===== src/rtl/comparator_pkg.sv =====
`default_nettype none
// ============================================================================
//  Module   : comparator_pkg
//  Purpose  : Shared types for the serial wide-operand comparator. Holds the
//             accumulator FSM state encoding, the result record reported to
//             the consumer, and the running-decision record plus the helper
//             that folds one 2-bit slice verdict into it.
//  Ports    : none (package)
//  Revision : 1.0 - initial release
// ============================================================================
package comparator_pkg;

    typedef enum logic [1:0] {
        IDLE  = 2'd0,
        ACCUM = 2'd1,
        HOLD  = 2'd2
    } state_t;

    // Result presented to the consumer: A>B, A<B, A==B, malformed.
    typedef struct packed {
        logic g;
        logic l;
        logic eq;
        logic err;
    } result_t;

    // Running decision while slices stream in. 'fixed' marks that a
    // significant slice has already settled the outcome.
    typedef struct packed {
        logic fixed;
        logic g;
        logic l;
        logic err;
    } decision_t;

    localparam decision_t C_DEC_CLEAR = '0;

    // Fold one slice verdict into the running decision. Slices arrive MSB
    // first, so the first slice that differs decides the outcome. A slice
    // claiming both greater and less is contradictory: it is flagged and
    // otherwise ignored, so it cannot settle an undecided comparison.
    function automatic decision_t slice_fold(input decision_t d,
                                             input logic      sg,
                                             input logic      sl);
        decision_t r;
        r = d;
        if (sg && sl) begin
            r.err = 1'b1;
        end else if (!d.fixed && (sg || sl)) begin
            r.fixed = 1'b1;
            r.g     = sg;
            r.l     = sl;
        end
        return r;
    endfunction

endpackage
`default_nettype wire


===== src/rtl/comparator_serial_accum.sv =====
`default_nettype none
// ============================================================================
//  Module   : comparator_serial_accum
//  Purpose  : Accumulates a stream of per-slice greater/less flags, most
//             significant slice first, into one wide-operand comparison
//             result with framing-error detection.
//  Ports    : clk        - clock, rising edge
//             rst_n      - synchronous active-low reset
//             in_valid   - slice beat present
//             in_ready   - beat accepted this cycle when in_valid is high
//             in_first   - beat is the MS slice (starts a transaction)
//             in_last    - beat is the LS slice (ends a transaction)
//             g, l       - slice verdict from the upstream 2-bit comparator
//             out_valid  - result present
//             out_ready  - consumer takes the result
//             out_g/out_l/out_eq - A>B / A<B / A==B
//             out_err    - transaction malformed
//  Revision : 1.0 - initial release
// ============================================================================
module comparator_serial_accum
    import comparator_pkg::*;
#(
    parameter int NSLICE = 8
) (
    input  logic clk,
    input  logic rst_n,
    input  logic in_valid,
    output logic in_ready,
    input  logic in_first,
    input  logic in_last,
    input  logic g,
    input  logic l,
    output logic out_valid,
    input  logic out_ready,
    output logic out_g,
    output logic out_l,
    output logic out_eq,
    output logic out_err
);

    localparam int                   C_CNT_W   = $clog2(NSLICE + 1);
    localparam logic [C_CNT_W-1:0]   C_CNT_MAX = C_CNT_W'(NSLICE);
    localparam logic [C_CNT_W-1:0]   C_CNT_ONE = C_CNT_W'(1);

    state_t               r_state;
    logic [C_CNT_W-1:0]   r_cnt;
    decision_t            r_dec;
    result_t              r_res;
    logic                 r_out_valid;

    logic                 w_accept;
    logic                 w_take;
    logic                 w_end;
    decision_t            w_base;
    decision_t            w_dec_next;
    logic [C_CNT_W-1:0]   w_cnt_next;
    result_t              w_res;

    // Ready is low in HOLD and while reset is asserted.
    assign in_ready   = rst_n && (r_state != HOLD);
    assign w_accept   = in_valid && in_ready;

    // A beat contributes only if it opens a transaction (from IDLE, or as
    // a restart from ACCUM) or continues an open one. An unframed beat in
    // IDLE is accepted but falls through here and is discarded.
    assign w_take     = w_accept && (in_first || (r_state == ACCUM));

    // A first-flagged beat always starts from a clean decision and count.
    assign w_base     = in_first ? C_DEC_CLEAR : r_dec;
    assign w_dec_next = slice_fold(w_base, g, l);
    assign w_cnt_next = in_first ? C_CNT_ONE : (r_cnt + C_CNT_ONE);

    // The transaction closes on in_last or on the final slice position,
    // whichever comes first.
    assign w_end      = in_last || (w_cnt_next == C_CNT_MAX);

    // Framing is good only when in_last lands exactly on the final slice.
    assign w_res.g    = w_dec_next.g;
    assign w_res.l    = w_dec_next.l;
    assign w_res.eq   = !w_dec_next.fixed;
    assign w_res.err  = w_dec_next.err || !in_last || (w_cnt_next != C_CNT_MAX);

    always_ff @(posedge clk) begin
        if (!rst_n) begin
            r_state     <= IDLE;
            r_cnt       <= '0;
            r_dec       <= C_DEC_CLEAR;
            r_res       <= '0;
            r_out_valid <= 1'b0;
        end else begin
            case (r_state)
                IDLE, ACCUM: begin
                    if (w_take) begin
                        r_cnt <= w_cnt_next;
                        r_dec <= w_dec_next;
                        if (w_end) begin
                            r_state     <= HOLD;
                            r_res       <= w_res;
                            r_out_valid <= 1'b1;
                        end else begin
                            r_state <= ACCUM;
                        end
                    end
                end
                HOLD: begin
                    // No beat is taken in the handshake cycle; the block
                    // re-opens for input on the following cycle.
                    if (r_out_valid && out_ready) begin
                        r_state     <= IDLE;
                        r_cnt       <= '0;
                        r_dec       <= C_DEC_CLEAR;
                        r_res       <= '0;
                        r_out_valid <= 1'b0;
                    end
                end
                default: begin
                    r_state     <= IDLE;
                    r_cnt       <= '0;
                    r_dec       <= C_DEC_CLEAR;
                    r_res       <= '0;
                    r_out_valid <= 1'b0;
                end
            endcase
        end
    end

    assign out_valid = r_out_valid;
    assign out_g     = r_res.g;
    assign out_l     = r_res.l;
    assign out_eq    = r_res.eq;
    assign out_err   = r_res.err;

endmodule
`default_nettype wire


===== config.mk =====
export PLATFORM = sky130hd
export DESIGN_NAME = comparator_serial_accum
export DESIGN_NICKNAME = d
export VERILOG_FILES = /design/src/rtl/comparator_pkg.sv /design/src/rtl/comparator_serial_accum.sv
export SDC_FILE = /design/constraint.sdc
export NUM_CORES = 1
export LEC_CHECK = 0
export ABC_CLOCK_PERIOD_IN_PS = 2180
export BUFFER_PORTS_ARGS = -buffer_cell sky130_fd_sc_hd__clkbuf_2
export CELL_PAD_IN_SITES_DETAIL_PLACEMENT = 0
export CELL_PAD_IN_SITES_GLOBAL_PLACEMENT = 2
export CORE_MARGIN = 5
export CORE_UTILIZATION = 28
export CTS_CLUSTER_DIAMETER = 150
export DETAILED_ROUTE_END_ITERATION = 10
export GPL_ROUTABILITY_DRIVEN = 0
export PLACE_DENSITY = 0.61
export SETUP_SLACK_MARGIN = 0.5
export SLEW_MARGIN = 20
export SYNTH_ARGS = -nofsm -noshare
export SYNTH_HDL_FRONTEND = slang
export SYNTH_SLANG_ARGS = --single-unit

===== constraint.sdc =====
create_clock -name clk -period 2.18 [get_ports clk]
set_clock_uncertainty 0.05 [all_clocks]
set_input_delay 0.218 -clock clk [delete_from_list [all_inputs] [get_ports clk]]
set_output_delay 0.218 -clock clk [all_outputs]
set_load 0.01 [all_outputs]

==> out/metrics.yaml, run 1 <==
viasPerCell: 4.78
fin_area_sq_um: 998
grt_max_degree: 17
power_mw: 0.561
whs_endpoint: "r_state[1]"
synth_area_leaders: "dfxtp_1 (35%), a22o_1 (4.1%), nor2b_1 (3.6%)"
drive_above_1_share: 0.330
outcome: "finished clean"
die_y_microns: 65.4
syn_nets: 97
drv_cap: 0
crit_path_start_kind: "flop"
htreeDepth: 1
synthArstFlopShare: 0
rsz0062_at_grt: "no"
tightest_slew_ps: 365
tritoncts: "built"
vias: 650
grt_pass1_vias: 589
holdWs_ps: 239
period_share: 0.724
fin_ws_ps: 602
wire_per_inst_microns: 13.1
cts.clk_slew.worst_paths_ps: 90
synthesis.instances: 88
ys_warn_count: 0
whs_path_depth: 3
worst_hold_path_type: "in -> reg"
crit_path_start: "r_cnt[0]"
syn_area_per_cell_sq_um: 9.78
fin_crit_ps: 1580
netlist.area_leader.share: 0.349
cts_made_buffers: 3
synth-main-ff-cell: "dfxtp_1"
ys_seq_area_frac: 0.349
cts_sinks: 15
synth_commonest_cells: "dfxtp_1 (15), nand2_1 (7), a21oi_1 (5), nor2b_1 (5)"
switching_share: 0.278
num_io_pins: 14
hold_viol: 0
path_cells: "ha_4 > xor2_1 > nor3b_2 > and2_4 > o2111ai_2 > a22o_1"
antenna_found_initial: 0
p_int_mw: 0.405
wl_mm: 1.78
syn_area_sq_um: 861
crit_fanout: 3
placed_cell_area_sq_um: 943
p_switching_mw: 0.156
finalSetupTns_ps: 0
required_ps: 2310
drt_iter0_markers: 17
synth.distinct_cells: 41
hold_start: "out_ready"
ant_nets: 0
rows: 20
ctsHoldBuffers: 0
die_w_microns: 65.4
start_util: 0.287
synth-edff-count: 0
register_area_sq_um: 303
arrival_ps: 1710
drv_slew: 0
yosysMostFrequentCell: "dfxtp_1"
ys_ff_latch: 15
root_buffer: "clkbuf_4"
p_seq_frac: 0.526
diodes: 0
reg2reg_from: "r_cnt[0]"
finalSetupViolCount: 0
power_density_nw_per_um2: 561
core-area_sq_um: 3000
drt_first_pass_iters: 4
power_frac_comb: 0.190
area_growth_pct: 16.0
fmax_ghz: 0.634
setup.worst_path.class: "reg -> reg"
maxSlewHeadroom: 0.756
fillers: 310
cpPeakStageDelay_ps: 360
fin_nets: 113
grt_usage: 0.0912
vdd_drop_max_v: 0.000288
hpwlAfterDp_mm: 1.35
r2r_end: "out_err"
grt-ovfl-total: 0
clockPowerShare: 0.283
pre_cts_slack_ps: 526
die-area_sq_um: 4280
drc_errors: 0
reg2reg_slack_ps: 600
yosys.area.top_type: "dfxtp_1"
p_leak_nw: 0.388
multi_input_area_sq_um: 533
rr_worst_depth: 6
grt_pass1_wl_mm: 2.89
crit_slowest_cell: "dfxtp_2"
endpoint_kind: "flop"
clock_latency_ps: 280
cts_buffer_depth: 2
io_buffers: 13
-- cell families (layout without fill, tap and decap cells) --
| family | Yosys count | in the layout | share of synthesized area |
|---|---|---|---|
| buffers and inverters | 8 | 23 | 0.0538 |
| AOI/OAI and AO/OA | 27 | 27 | 0.275 |
| xor gates and xnor gates | 2 | 2 | 0.0291 |
| adders and majority gates | 1 | 1 | 0.0145 |
| and+or+nand+nor | 35 | 35 | 0.279 |
| DFF | 15 | 15 | 0.349 |
-- power by group through the flow --
stage	Sequential (mW)	Clock, mW	Combinational [mW]
floorplan	0.302	0	0.0737
global placement	0.300	0	0.106
detailed placement	0.300	0	0.104
CTS	0.294	0.169	0.104
global route	0.297	0.180	0.118
finish	0.295	0.159	0.107
-- repair_timing --
action,in CTS,in global routing
setup endpoints to repair,0,6
setup buffers,0,1
gates resized for setup,0,5
-- critical path, delay by kind of cell (launching register included) --
| family | cells | cell delay [ps] |
|---|---|---|
| compound gates | 2 | 320 |
| simple gates | 2 | 440 |
| fa+ha+maj | 1 | 170 |
| xor+xnor | 1 | 140 |
| flops | 1 | 360 |
-- registers in the layout (all words and copies together) (netlist names) --
register and cells:
out_eq 1, out_err 1, out_g 1, out_l 1, out_valid 1, r_cnt 4
r_dec 4, r_state 2
-- per-layer routing --
layer  wire, microns  GRT usage
met1             868      0.112
met3              98     0.0427
met4              18     0.0311
met2             797      0.139
met5               0          0
-- cell type report --
class | instances | area share
Tap cell | 33 | 0.0414
Timing Repair Buffer | 15 | 0.0802
Multi-Input combinational cell | 65 | 0.534
Sequential cell | 15 | 0.303
Inverter | 4 | 0.0150
Clock buffer | 4 | 0.0263
-- cells in the final DEF (no fill, tap or decap), types with 2 or more instances in the layout --
master	netlist	routed
inv_1	4	4
dfxtp_2	0	2
nand2b_1	2	2
o32ai_1	2	2
nand2_1	7	7
clkbuf_4	0	3
nor3_1	4	4
a21oi_1	5	5
o21ai_1	2	2
clkbuf_2	0	13
and2_1	2	2
a22o_1	4	4
o21ai_0	2	2
dfxtp_1	15	13
a21boi_1	2	2
nor3b_1	4	4
buf_4	0	2
nor2b_1	5	5
-- worst max-delay path by stage --
stage	to	slack [ps]	cells after the start
6_report	out_err	600	6
4_1_cts	out_err	500	6
2_1_floorplan	out_err	630	6
5_1_grt	out_eq	500	6
3_3_place_gp	out_err	570	6
3_5_place_dp	out_err	530	6
-- stage by stage --
stage	utilization	cells
after global routing	0.333	136
after floorplan	-	88
after global placement	0.314	131
final	0.333	136
after CTS	0.323	135
after detailed placement	0.314	131
Note: power is estimated with default switching activity, not from simulation.
==> run 2: changes to the inputs <==
--- a/config.mk
+++ b/config.mk
@@ -5,7 +5,7 @@
 export SDC_FILE = /design/constraint.sdc
 export NUM_CORES = 1
 export LEC_CHECK = 0
-export ABC_CLOCK_PERIOD_IN_PS = 2180
+export ABC_CLOCK_PERIOD_IN_PS = 1600
 export BUFFER_PORTS_ARGS = -buffer_cell sky130_fd_sc_hd__clkbuf_2
 export CELL_PAD_IN_SITES_DETAIL_PLACEMENT = 0
 export CELL_PAD_IN_SITES_GLOBAL_PLACEMENT = 2
==> constraint.sdc (replaced) <==
create_clock -name clk -period 1.6 [get_ports clk]
set_clock_uncertainty 0.05 [all_clocks]
set_input_delay 0.16 -clock clk [delete_from_list [all_inputs] [get_ports clk]]
set_output_delay 0.16 -clock clk [all_outputs]
set_load 0.01 [all_outputs]
==> run 2 against run 1 <==
Global-route usage is 1.3 points higher. Core utilization is 5.3 points higher. Worst setup slack lost 540 ps. Hold slack lost 72 ps. Via count rose by 9.4%. Routed wire length is 9.0% higher. Cell area up 16%. Combinational power increased by 76%. Sequential cell count stayed put. Critical path type unchanged. Largest power group unchanged. Highest routed layer unchanged.
==> out/metrics.yaml, run 2 (same netlist as run 1, synthesis figures left out) <==
area_growth_pct: 34.6
cts_buffer_depth: 2  # unchanged
reg2reg_from: "r_cnt[0]"
grt_pass1_vias: 731  # +24%
setup.worst_path.class: "reg -> reg"
drc_errors: 0  # unchanged
tritoncts: "built"
fmax_ghz: 0.651  # +2.7%
cts_sinks: 15  # unchanged
pre_cts_slack_ps: 41.1  # -485 ps
rr_worst_depth: 6  # unchanged
crit_path_start: "r_cnt[0]"
clock_latency_ps: 280  # about the same
required_ps: 1730  # -580 ps
drt_first_pass_iters: 4  # unchanged
die_y_microns: 65.4  # unchanged
ant_nets: 0  # unchanged
drt_iter0_markers: 26  # +9
tightest_slew_ps: 298  # -67.7 ps
vias: 711  # +9.4%
drive_above_1_share: 0.513  # +0.183
placed_cell_area_sq_um: 1020  # +7.8%
grt_pass1_wl_mm: 3.35  # +16%
htreeDepth: 1  # unchanged
fin_crit_ps: 1540  # -42.1 ps
finalSetupViolCount: 0  # unchanged
die_w_microns: 65.4  # unchanged
final_cell_mix: "clkbuf_2 (13), buf_4 (11), dfxtp_1 (9), nand2_1 (7), dfxtp_2 (6)"
arrival_ps: 1670  # -40 ps
grt-ovfl-total: 0  # unchanged
hold_viol: 0  # unchanged
period_share: 0.960  # +0.236
maxSlewHeadroom: 0.801  # +0.0453
drv_cap: 0  # unchanged
die-area_sq_um: 4280  # unchanged
hpwlAfterDp_mm: 1.41  # +4.6%
crit_end: "out_err"
core-area_sq_um: 3000  # unchanged
cts.clk_slew.worst_paths_ps: 90  # about the same
fin_nets: 125  # +11%
drv_slew: 0  # unchanged
p_leak_nw: 0.466  # +20%
rows: 20  # unchanged
antenna_found_initial: 0  # unchanged
vdd_drop_max_v: 0.000325  # +13%
io_buffers: 13  # unchanged
num_io_pins: 14  # unchanged
outcome: "finished clean"
fin_ws_ps: 64.2  # -538 ps
grt_max_degree: 13  # -4
fillers: 321  # +3.5%
rsz0062_at_grt: "yes"
r2r_end: "out_err"
root_buffer: "clkbuf_4"
fin_area_sq_um: 1160  # +16%
cts_made_buffers: 3  # unchanged
viasPerCell: 4.80  # +0.52%
wire_per_inst_microns: 13.1  # +0.19%
worst_hold_path_type: "in -> reg"
crit_fanout: 4  # +1
holdWs_ps: 167  # -71.9 ps
start_util: 0.287  # unchanged
power_density_nw_per_um2: 699  # +24%
grt_usage: 0.104  # +0.0133
final_common_cell: "clkbuf_2"
crit_path_start_kind: "flop"
diodes: 0  # unchanged
endpoint_kind: "flop"
reg2reg_slack_ps: 60  # -540 ps
reg_top3: "r_cnt: 4 flops, r_dec: 4 flops, r_state: 2 flops"
wl_mm: 1.94  # +9.0%
-- run 2: changes by cell type in the layout (fill, tap and decap cells not counted), moves of 3 or more --
cell | previous run | this run
a21oi_1 | 5 | 2
a21oi_2 | 1 | 4
dfxtp_2 | 2 | 6
dfxtp_1 | 13 | 9
buf_4 | 2 | 11
-- run 2: through the flow --
step | utilization | std cells | TNS [ps] | power [mW]
final | 0.386 | 148 | 0 | 0.810
after global routing | 0.386 | 148 | -91.7 | 0.865
after CTS | 0.378 | 147 | 0 | 0.820
after detailed placement | 0.339 | 136 | 0 | 0.569
after global placement | 0.339 | 136 | 0 | 0.569
after floorplan | - | 88 | 0 | 0.520
-- run 2: area by class of cell --
cell class              count  area, sq um  share of cell area
well taps                  33         41.3              0.0356
inverters                   4         15.0              0.0130
clock buffers               4         26.3              0.0227
flip-flops and latches     15          308               0.266
repair buffers             27          190               0.164
multi-input cells          65          578               0.499
-- run 2: per-layer routing --
metal | GRT usage | share of wire | vias up
li1 | - | - | 371
met1 | 0.124 | 0.47 | 324
met2 | 0.174 | 0.48 | 14
met3 | 0.0444 | 0.047 | 2
met4 | 0.0233 | 0.0098 | 0
met5 | 0 | 0 | -
-- run 2: what timing repair did --
item | CTS | global route
gates resized for setup | 8 | 2
buffers inserted | 7 | 1
hold buffers | 0 | 0
pin swaps | 6 | 1
setup endpoints to repair | 16 | 16
-- run 2: where the power goes --
| group | internal, mW | switching (mW) |
|---|---|---|
| Combinational | 0.0965 | 0.0914 |
| Clock | 0.0967 | 0.122 |
| Sequential | 0.391 | 0.0130 |
| Total | 0.584 | 0.226 |
-- run 2: worst min path at each step --
stage          cells past startpoint          to     start  slack, ps
2_1_floorplan                      2  r_state[0]  in_valid        300
3_3_place_gp                       1     out_err   out_err        410
3_5_place_dp                       1     out_err   out_err        410
4_1_cts                            3  r_state[0]  in_valid        160
5_1_grt                            3     out_err   in_last        180
6_report                           3  r_state[0]  in_valid        170
-- run 2: critical path: stages (launching register included) --
cell and delay [ps]:
dfxtp_2 350, ha_4 160, xor2_1 140, nor3b_2 230
and2_4 200, o2111ai_2 90, a22o_1 210
